### config.mk
export PLATFORM = sky130hd
export DESIGN_NAME = seq_multiplier_flat
export DESIGN_NICKNAME = d
export VERILOG_FILES = /design/src/rtl/seq_multiplier_if.sv /design/src/rtl/seq_multiplier.sv /design/src/flat_wrapper.sv
export SDC_FILE = /design/constraint.sdc
export NUM_CORES = 1
export LEC_CHECK = 0
export BUFFER_PORTS_ARGS = -buffer_cell sky130_fd_sc_hd__buf_2
export CAP_MARGIN = 20
export CORE_MARGIN = 2
export CORE_UTILIZATION = 48
export DETAILED_ROUTE_END_ITERATION = 6
export PLACE_DENSITY = 0.95
export SYNTH_ARGS = -nofsm -noshare
export SYNTH_HDL_FRONTEND = slang
export SYNTH_SLANG_ARGS = --single-unit
### constraint.sdc
create_clock -name clk -period 1.72 [get_ports clk]
set_input_delay 0.086 -clock clk [delete_from_list [all_inputs] [get_ports clk]]
set_output_delay 0.086 -clock clk [all_outputs]
set_load 0.01 [all_outputs]
### src/rtl/seq_multiplier_if.sv
// seq_multiplier_if: operand/result handshake plus the adder operand and result buses
interface seq_multiplier_if;
  logic        start;
  logic [31:0] op_a;
  logic [31:0] op_b;
  logic        busy;
  logic        done;
  logic [31:0] product_hi;
  logic [31:0] product_lo;
  logic [31:0] add_a;
  logic [31:0] add_b;
  logic        add_cin;
  logic [31:0] add_sum;
  logic        add_cout;
  modport master (
    output start, op_a, op_b, add_sum, add_cout,
    input  busy, done, product_hi, product_lo, add_a, add_b, add_cin
  );
  modport slave (
    input  start, op_a, op_b, add_sum, add_cout,
    output busy, done, product_hi, product_lo, add_a, add_b, add_cin
  );
endinterface

### src/rtl/seq_multiplier.sv
// seq_multiplier: 32x32 unsigned shift-and-add multiplier iterating through the shared external adder
module seq_multiplier (
  input logic             clk,
  input logic             rst,
  seq_multiplier_if.slave bus
);
  typedef enum logic [1:0] {IDLE, RUN, DONE} state_t;
  state_t      state_q;
  logic [31:0] mcand_q;
  logic [31:0] acc_q;
  logic [31:0] mplr_q;
  logic [4:0]  cnt_q;
  logic [63:0] shift_d;
  // carry-out becomes the new acc MSB so the 65-bit partial sum never loses a bit
  assign shift_d        = {bus.add_cout, bus.add_sum, mplr_q[31:1]};
  assign bus.add_a      = acc_q;
  assign bus.add_b      = mplr_q[0] ? mcand_q : 32'h0;
  assign bus.add_cin    = 1'b0;
  assign bus.product_hi = acc_q;
  assign bus.product_lo = mplr_q;
  assign bus.busy       = state_q == RUN;
  assign bus.done       = state_q == DONE;
  always_ff @(posedge clk) begin
    if (rst) begin
      state_q <= IDLE;
      mcand_q <= '0;
      acc_q   <= '0;
      mplr_q  <= '0;
      cnt_q   <= '0;
    end else begin
      case (state_q)
        IDLE, DONE: begin
          if (bus.start) begin
            mcand_q <= bus.op_a;
            acc_q   <= '0;
            mplr_q  <= bus.op_b;
            cnt_q   <= '0;
            state_q <= RUN;
          end else begin
            state_q <= IDLE;
          end
        end
        RUN: begin
          {acc_q, mplr_q} <= shift_d;
          cnt_q           <= cnt_q + 5'd1;
          state_q         <= cnt_q == 5'd31 ? DONE : RUN;
        end
        default: state_q <= IDLE;
      endcase
    end
  end
endmodule

### src/flat_wrapper.sv
// flat-port wrapper written by rule: the top's interface ports become plain ports
module seq_multiplier_flat 
  (clk, rst, bus_start, bus_op_a, bus_op_b, bus_add_sum, bus_add_cout, bus_busy, bus_done, bus_product_hi, bus_product_lo, bus_add_a, bus_add_b, bus_add_cin);
  seq_multiplier_if bus_i ();
  input logic clk;
  input logic rst;
  input wire logic [$bits(bus_i.start)-1:0] bus_start;
  input wire logic [$bits(bus_i.op_a)-1:0] bus_op_a;
  input wire logic [$bits(bus_i.op_b)-1:0] bus_op_b;
  input wire logic [$bits(bus_i.add_sum)-1:0] bus_add_sum;
  input wire logic [$bits(bus_i.add_cout)-1:0] bus_add_cout;
  output wire logic [$bits(bus_i.busy)-1:0] bus_busy;
  output wire logic [$bits(bus_i.done)-1:0] bus_done;
  output wire logic [$bits(bus_i.product_hi)-1:0] bus_product_hi;
  output wire logic [$bits(bus_i.product_lo)-1:0] bus_product_lo;
  output wire logic [$bits(bus_i.add_a)-1:0] bus_add_a;
  output wire logic [$bits(bus_i.add_b)-1:0] bus_add_b;
  output wire logic [$bits(bus_i.add_cin)-1:0] bus_add_cin;
  assign bus_i.start = bus_start;
  assign bus_i.op_a = bus_op_a;
  assign bus_i.op_b = bus_op_b;
  assign bus_i.add_sum = bus_add_sum;
  assign bus_i.add_cout = bus_add_cout;
  assign bus_busy = bus_i.busy;
  assign bus_done = bus_i.done;
  assign bus_product_hi = bus_i.product_hi;
  assign bus_product_lo = bus_i.product_lo;
  assign bus_add_a = bus_i.add_a;
  assign bus_add_b = bus_i.add_b;
  assign bus_add_cin = bus_i.add_cin;
  seq_multiplier u_core (.clk(clk), .rst(rst), .bus(bus_i));
endmodule
Word level (Yosys, flattened, before mapping)
Index checks and enable logic that the tools add are counted.
{"block": "op_classes", "muxes": 10, "eq_ne": 4, "n_shift": 0, "div": 0, "reduce_logical": 5, "magnitude_cmp": 0, "bitwise_logic": 0, "addsub": 1, "mul": 0}
{"operator": "32-bit case mux with 2 select lines", "n": 2}
{"operator": "32-bit 2-to-1 mux", "n": 3}
{"operator": "5-bit case mux with 2 select lines", "n": 1}
{"operator": "5-bit by 1-bit adder with 5-bit output, second input constant", "n": 1}
{"operator": "5-bit equality test, second input constant", "n": 1}
{"operator": "5-bit 2-to-1 mux", "n": 1}
{"operator": "2-bit case mux with 2 select lines", "n": 1}
{"operator": "2-bit AND reduction", "n": 2}
{"operator": "2-bit by 1-bit equality test with 1-bit output, second input constant", "n": 1}
{"operator": "2-bit equality test, second input constant", "n": 1}
{"operator": "2-bit logical NOT", "n": 1}
{"operator": "2-bit 2-to-1 mux", "n": 1}
{"operator": "2-bit inequality test, second input constant", "n": 1}
{"operator": "2-bit nonzero test", "n": 1}
{"operator": "2-bit OR reduction", "n": 1}
{"operator": "1-bit 2-to-1 mux", "n": 1}
{"block": "word_totals", "latch_bits": 0, "romBits": 0, "in_bits": 100, "ff_bits": 103, "memories": 0, "out_inout_bits": 131, "ram_bits": 0}

Longest topological paths before layout
Gate-level depths: netlist of the first run.
{"block": "logic_depth", "word_depth": 4, "ltp_mapped": 7, "ltp_nobuf": 5}

Worst setup path after synthesis of the first run
No wires, ideal clock.
{"block": "synth_timing", "path_type": "register to register", "start": "reg u_core.cnt_q[0]", "end": "reg u_core.cnt_q[4]", "slack_ns": 0.541, "setup_time_ns": 0.132, "period_less_slack_ns": 1.179, "path_buffers": 0, "stages_incl_launch_ff": 6, "t_arrival_ns": 1.047, "path_cell_list": "dfxtp_1 -> ha_1 -> and3_1 -> ha_1 -> nand2_1 -> a21oi_1"}
{"block": "synth_between", "elab_chain_len": 2}
{"element": "start: declaration", "line": "seq_multiplier.sv:12", "rtl": "logic [4:0] cnt_q;"}
{"element": "start signal: assignment", "line": "seq_multiplier.sv:45", "rtl": "cnt_q <= cnt_q + 5'd1;"}
{"element": "5-bit by 1-bit adder with 5-bit output", "line": "seq_multiplier.sv:45"}
{"element": "5-bit case mux with 2 select lines", "line": "seq_multiplier.sv:31", "rtl": "case (state_q)"}
Every way passes these cells.
A chain may end at the register's enable or synchronous reset.

Worst setup path in the final report of the first run
{"block": "layout_timing", "start": "reg u_core.state_q[1]", "end": "out bus_busy"}
{"block": "layout_between", "elab_chain_len": 1}
{"element": "start: declaration", "line": "seq_multiplier.sv:8", "rtl": "state_t state_q;"}
{"element": "start signal: assignment", "line": "seq_multiplier.sv:46", "rtl": "state_q <= cnt_q == 5'd31 ? DONE : RUN;"}
{"element": "2-bit by 1-bit equality test with 1-bit output", "line": "seq_multiplier.sv:21", "rtl": "assign bus.busy = state_q == RUN;"}
{"element": "end: declaration", "line": "flat_wrapper.sv:12", "rtl": "output wire logic [$bits(bus_i.busy)-1:0] bus_busy;"}
Every way passes these cells.

==> reports/results.txt, run 1 <==
Peak supply drop - 0.000545 V
Vert. Die Dim - 99.2 um
number of cell rows - 34
main flop type after synthesis - sky130_fd_sc_hd__dfxtp_1
area of the core - 8760 sq um
All-Layer GR Usage - 0.275
Root Buffer - sky130_fd_sc_hd__clkbuf_8
reg-to-reg startpoint - u_core.state_q[1]$_SDFF_PP0_
peak clock frequency supported by timing - 0.631 GHz
type of element capturing the critical path - primary output
floorplan die area - 9840 sq um
Netlist cell types - 24
clock period minus final worst setup slack - 1590 ps
post-CTS setup buffers - 0
final sum of negative setup slack - 0 ps
number of standard cells after synthesis - 531
Worst EP arrival - 1500 ps
count of nets left with antenna violations after detail routing - 0
Congestion Overflow GR - 0
Clock Path Buffers - 2
power density over the cells - 800 nW/um^2
largest area contributor in the netlist - sky130_fd_sc_hd__dfxtp_1
IO Port Bufs - 229
Worst Path Max Fanout - 48
number of antenna diodes - 0
die boundary width - 99.2 um
Syn Nets - 633
sequential fraction of the synthesis area - 0.474
CTS tree - yes
cts bufs inserted - 9
growth of design area from synthesis to finish - 45.9%
setup repair after global routing missed its margin - false
count of yosys warnings during synthesis - 0
Clock Latency Late Sink - 360 ps
total number of H-tree levels - 3
clock transition at the register clock pins on the worst setup and hold paths after CTS - 100 ps
Wirelength per Cell - 15.6 um
detailed router's first-iteration violation count - 221
classification of the worst setup path - reg -> out
share of layout cells above drive strength 1 - 0.332
worst min-delay path class - in -> reg
number of global-route vias before repair - 4566
HPWL after DPL - 7.99 mm
post-synthesis register bit count - 103
area share of the largest cell type after synthesis - 0.474
synthesized area - 4350 sq um
Post-synth EDFFs - 0
I/O Pins - 231
min-delay src - bus_op_b[28]
DRC errors left - 0
via count - 4809
maximum number of pins on one net before global-route repair - 65
final layout net count - 886
Worst Clk Skew - 15.2 ps
antenna violations before repair - 0
Static Leak - 2.99 nW
Detailed Route WL - 14.0 mm
crit path launch type - flip-flop
minimum hold slack - 20.4 ps
Mean Syn Cell Area - 8.20 sq um
initial cell density of the core - 0.497
critical path required time - 1630 ps
total setup violations reported at the end of the flow - 0
clock net sink count - 103
count of pins over their slew limit - 0
first element of the critical path - u_core.state_q[1]$_SDFF_PP0_
via density per instance - 5.36
global-route wire length before repair - 22.1 mm
asr flop ratio synth - 0
part of the cycle the worst path needs - 0.922
detailed-routing iteration count for the pre-antenna-repair pass - 5
placer's final routability congestion estimate - 0.783
cell types with the largest area share after synthesis - sky130_fd_sc_hd__dfxtp_1 (47%), sky130_fd_sc_hd__a21oi_1 (12%), sky130_fd_sc_hd__nand2_1 (8.5%), sky130_fd_sc_hd__nand3_1 (7.7%), sky130_fd_sc_hd__buf_4 (6.2%)
outcome - complete, no violations
Max Cap Viol - 0
total design power - 5.08 mW
Final Hold Violating Endpoints - 0
==> report_power, final <==
part | total [mW] | internal, mW | switching, mW
clock | 1.44 | 0.585 | 0.854
combinational | 1.01 | 0.479 | 0.530
sequential | 2.63 | 2.53 | 0.102
total | 5.08 | 3.59 | 1.49
==> metal layers <==
layer,track usage,vias to the layer above,share of wire
met4,0.137,0,0.043
met3,0.0661,54,0.074
met5,0,-,0
met1,0.297,2207,0.35
li1,-,2269,-
met2,0.501,279,0.53
==> stage by stage <==
step	cell area [sq um]	setup slack (ps)	utilization	std cells
2_1_floorplan	4350	541	-	531
3_3_place_gp	5320	406	0.607	798
3_5_place_dp	5320	366	0.607	798
4_1_cts	6340	53.8	0.723	897
5_1_grt	6350	36.6	0.724	897
6_report	6350	135	0.724	897
==> final cells by class <==
| type | count | area [sq um] |
|---|---|---|
| multi-input cells | 347 | 1800 |
| flip-flops and latches | 103 | 2060 |
| well taps | 108 | 135 |
| repair buffers | 322 | 2150 |
| clock inverters | 6 | 50.0 |
| fillers | 633 | 2420 |
| inverters | 1 | 8.76 |
| clock buffers | 10 | 138 |
==> synth_stat cells (2+ instances only) <==
cell type	number
sky130_fd_sc_hd__nor2_1	2
sky130_fd_sc_hd__a21oi_1	100
sky130_fd_sc_hd__a22oi_1	32
sky130_fd_sc_hd__buf_2	26
sky130_fd_sc_hd__nor3b_1	2
sky130_fd_sc_hd__nand2b_1	3
sky130_fd_sc_hd__and2_1	32
sky130_fd_sc_hd__ha_1	2
sky130_fd_sc_hd__nand2_1	98
sky130_fd_sc_hd__buf_4	36
sky130_fd_sc_hd__nor2b_1	2
sky130_fd_sc_hd__clkbuf_1	13
sky130_fd_sc_hd__nand3_1	67
sky130_fd_sc_hd__dfxtp_1	103
sky130_fd_sc_hd__buf_6	4
==> cells in the final DEF (no fill, tap or decap), types with 4 or more instances in the layout <==
cell type	synthesis	routed
sky130_fd_sc_hd__buf_12	0	6
sky130_fd_sc_hd__a21oi_1	100	100
sky130_fd_sc_hd__a22oi_1	32	32
sky130_fd_sc_hd__buf_4	36	4
sky130_fd_sc_hd__buf_2	26	228
sky130_fd_sc_hd__dfxtp_1	103	102
sky130_fd_sc_hd__nand2_1	98	98
sky130_fd_sc_hd__clkbuf_8	0	10
sky130_fd_sc_hd__and2_1	32	32
sky130_fd_sc_hd__dlygate4sd3_1	0	83
sky130_fd_sc_hd__inv_6	0	4
sky130_fd_sc_hd__nand3_1	67	67
==> final timing paths <==
path,end,slack [ps],depth (start not counted)
worst max-delay path,bus_busy,130,4
worst min-delay path,u_core.bus.product_lo[28]$_SDFFE_PP0P_,20,3
worst max register to register,u_core.bus.add_a[12]$_SDFFE_PP0P_,250,5
worst min register to register,u_core.mcand_q[24]$_SDFFE_PP0P_,460,2
==> worst max-delay path, cell delays in order (launching register included) <==
cell and delay (ps):
sky130_fd_sc_hd__dfxtp_1 320, sky130_fd_sc_hd__nand2b_2 210, sky130_fd_sc_hd__inv_6 180, sky130_fd_sc_hd__buf_16 240
sky130_fd_sc_hd__buf_2 170
==> kinds of logic (layout without fill, tap and decap cells) <==
family	Yosys count	after routing	synth area share
simple gates	208	208	0.223
buf+inv	81	339	0.116
mux	2	2	0.00604
compound gates	134	134	0.175
other cells	1	1	0.000862
fa+ha+maj	2	2	0.00575
flops	103	103	0.474
==> state kept, by name (all words and copies together), names as in the netlist <==
name	count
u_core.state_q	2
u_core.bus.add_a	32
u_core.cnt_q	5
u_core.bus.product_lo	32
u_core.mcand_q	32
==> timing repair <==
item | in CTS | in global routing
endpoints found under the hold margin | 86 | 0
resized for setup | 0 | 3
endpoints found under the setup margin | 0 | 1
hold buffers | 83 | 0
Note: power is estimated with default switching activity, not from simulation.
==> run 2: changes to the inputs <==
Settings changed: GPL_TIMING_DRIVEN set to 0.
==> reports/results.txt, run 2 (synthesized netlist as in run 1, its figures left out) <==
initial cell density of the core - 0.497 (unchanged)
Worst Path Max Fanout - 10 (-79%)
All-Layer GR Usage - 0.299 (+0.0242)
final sum of negative setup slack - 0 ps (unchanged)
critical path required time - 1630 ps (about the same)
count of pins over their slew limit - 0 (unchanged)
worst min-delay path class - in -> reg
post-CTS setup buffers - 0 (unchanged)
Vert. Die Dim - 99.2 um (unchanged)
Static Leak - 3.18 nW (+6.6%)
crit path launch type - flip-flop
HPWL after DPL - 9.68 mm (+21%)
type of element capturing the critical path - primary output
growth of design area from synthesis to finish - 50.5%
Worst R2R Setup Slack - 290 ps (+40 ps)
outcome - complete, no violations
global-route wire length before repair - 23.6 mm (+6.8%)
IO Port Bufs - 229 (unchanged)
CTS tree - yes
Wirelength per Cell - 16.0 um (+2.6%)
part of the cycle the worst path needs - 0.932 (+0.0100)
detailed router's first-iteration violation count - 243 (+10%)
antenna violations before repair - 0 (unchanged)
I/O Pins - 231 (unchanged)
area of combinational cells with multiple inputs - 1790 sq um (-0.97%)
share of layout cells above drive strength 1 - 0.369 (+0.0366)
total number of H-tree levels - 3 (unchanged)
Worst Clk Skew - 10.5 ps (-4.69 ps)
placer's final routability congestion estimate - 0.826 (+5.5%)
final layout net count - 946 (+6.8%)
most frequent standard cell in the layout excluding fill and tap cells - sky130_fd_sc_hd__buf_2
number of cell rows - 34 (unchanged)
DRC errors left - 0 (unchanged)
clock transition at the register clock pins on the worst setup and hold paths after CTS - 90 ps (about the same)
classification of the worst setup path - reg -> out
count of nets left with antenna violations after detail routing - 0 (unchanged)
commonest cells after routing, fill and taps aside - sky130_fd_sc_hd__buf_2 (255), sky130_fd_sc_hd__dfxtp_1 (103), sky130_fd_sc_hd__a21oi_1 (100), sky130_fd_sc_hd__nand2_1 (98), sky130_fd_sc_hd__dlygate4sd3_1 (73)
Hold Path Sink - u_core.bus.product_lo[28]$_SDFFE_PP0P_
cell depth of the worst flop-to-flop path - 5 (unchanged)
detailed-routing iteration count for the pre-antenna-repair pass - 5 (unchanged)
transition time at the pin with the least slew margin - 515 ps
cts bufs inserted - 9 (unchanged)
via count - 5024 (+4.5%)
power density over the cells - 782 nW/um^2 (-2.2%)
Root Buffer - sky130_fd_sc_hd__clkbuf_8
total design power - 5.12 mW (+0.92%)
Final Hold Violating Endpoints - 0 (unchanged)
number of antenna diodes - 0 (unchanged)
floorplan die area - 9840 sq um (unchanged)
clock net sink count - 103 (unchanged)
total of cells resized after clock tree synthesis - 0 (unchanged)
Congestion Overflow GR - 0 (unchanged)
die boundary width - 99.2 um (unchanged)
setup repair after global routing missed its margin - false
area of the core - 8760 sq um (unchanged)
Clock Latency Late Sink - 360 ps (about the same)
min-delay src - bus_op_b[28]
worst r2r dst - u_core.bus.add_a[17]$_SDFFE_PP0P_
peak clock frequency supported by timing - 0.624 GHz (-1.1%)
Max Cap Viol - 0 (unchanged)
maximum number of pins on one net before global-route repair - 17 (-74%)
final cell count without fillers - 957 (+6.7%)
Peak supply drop - 0.000459 V (-16%)
total setup violations reported at the end of the flow - 0 (unchanged)
Worst EP arrival - 1520 ps (+20 ps)
clock period minus final worst setup slack - 1600 ps (+17.3 ps)
max_slew headroom - 0.657
Clock Path Buffers - 2 (unchanged)
total of fill cells in the finished design - 632 (-0.16%)
# placed instances - 868 (+8.8%)
Detailed Route WL - 15.3 mm (+9.4%)
FF/Latch Area - 2060 sq um (about the same)
number of global-route vias before repair - 4938 (+8.1%)
via density per instance - 5.25 (-2.1%)
reg-to-reg startpoint - u_core.state_q[0]$_SDFF_PP0_
Cells on Worst Hold Path - 3 (unchanged)
run 2: worst max-delay path, cell delays in order, from the launching register on:
cell                       delay (ps)
sky130_fd_sc_hd__dfxtp_1          480
sky130_fd_sc_hd__clkbuf_1         360
sky130_fd_sc_hd__and2_1           190
sky130_fd_sc_hd__buf_2            140
run 2: area by class of cell:
class	instances	area share
clock inverter	4	0.00459
multi-input combinational	347	0.273
timing repair buffer	302	0.287
inverter	1	0.000955
sequential	103	0.315
tap	108	0.0206
buffer	80	0.0760
clock buffer	12	0.0237
run 2: power by group:
part / internal (mW) / switching, mW / total (mW)
Sequential: 2.53 / 0.103 / 2.63
Combinational: 0.506 / 0.562 / 1.07
Clock: 0.610 / 0.817 / 1.43
Total: 3.64 / 1.48 / 5.12
run 2: worst max-delay path by stage:
stage / start / endpoint / slack, ps / cells past startpoint
floorplan: u_core.cnt_q[0]$_SDFFE_PP0P_ / u_core.cnt_q[4]$_SDFFE_PP0P_ / 540 / 5
finish: u_core.bus.product_lo[0]$_SDFFE_PP0P_ / bus_add_b[22] / 120 / 3
global placement: u_core.state_q[0]$_SDFF_PP0_ / u_core.state_q[0]$_SDFF_PP0_ / 420 / 5
global route: u_core.bus.product_lo[0]$_SDFFE_PP0P_ / bus_add_b[23] / 10 / 3
detailed placement: u_core.state_q[0]$_SDFF_PP0_ / u_core.bus.add_a[28]$_SDFFE_PP0P_ / 380 / 5
CTS: u_core.bus.product_lo[0]$_SDFFE_PP0P_ / bus_add_b[23] / 110 / 3
run 2: per-stage QoR:
step	util	instance area [sq um]	setup slack (ps)	hold WS, ps
2_1_floorplan	-	4350	541	222
3_5_place_dp	0.643	5630	382	332
4_1_cts	0.747	6550	107	0.418
6_report	0.747	6550	118	10.3
3_3_place_gp	0.643	5630	419	327
5_1_grt	0.747	6550	13.2	3.77
run 2: routing by layer:
layer | global-route usage | share of wire
met1 | 0.327 | 0.37
met2 | 0.546 | 0.52
met3 | 0.0632 | 0.071
met4 | 0.149 | 0.036
met5 | 0 | 0
run 2: timing repair:
| item | CTS | global route |
|---|---|---|
| setup endpoints to repair | 0 | 0 |
| endpoints found under the hold margin | 73 | 0 |
| hold buffers | 73 | 0 |
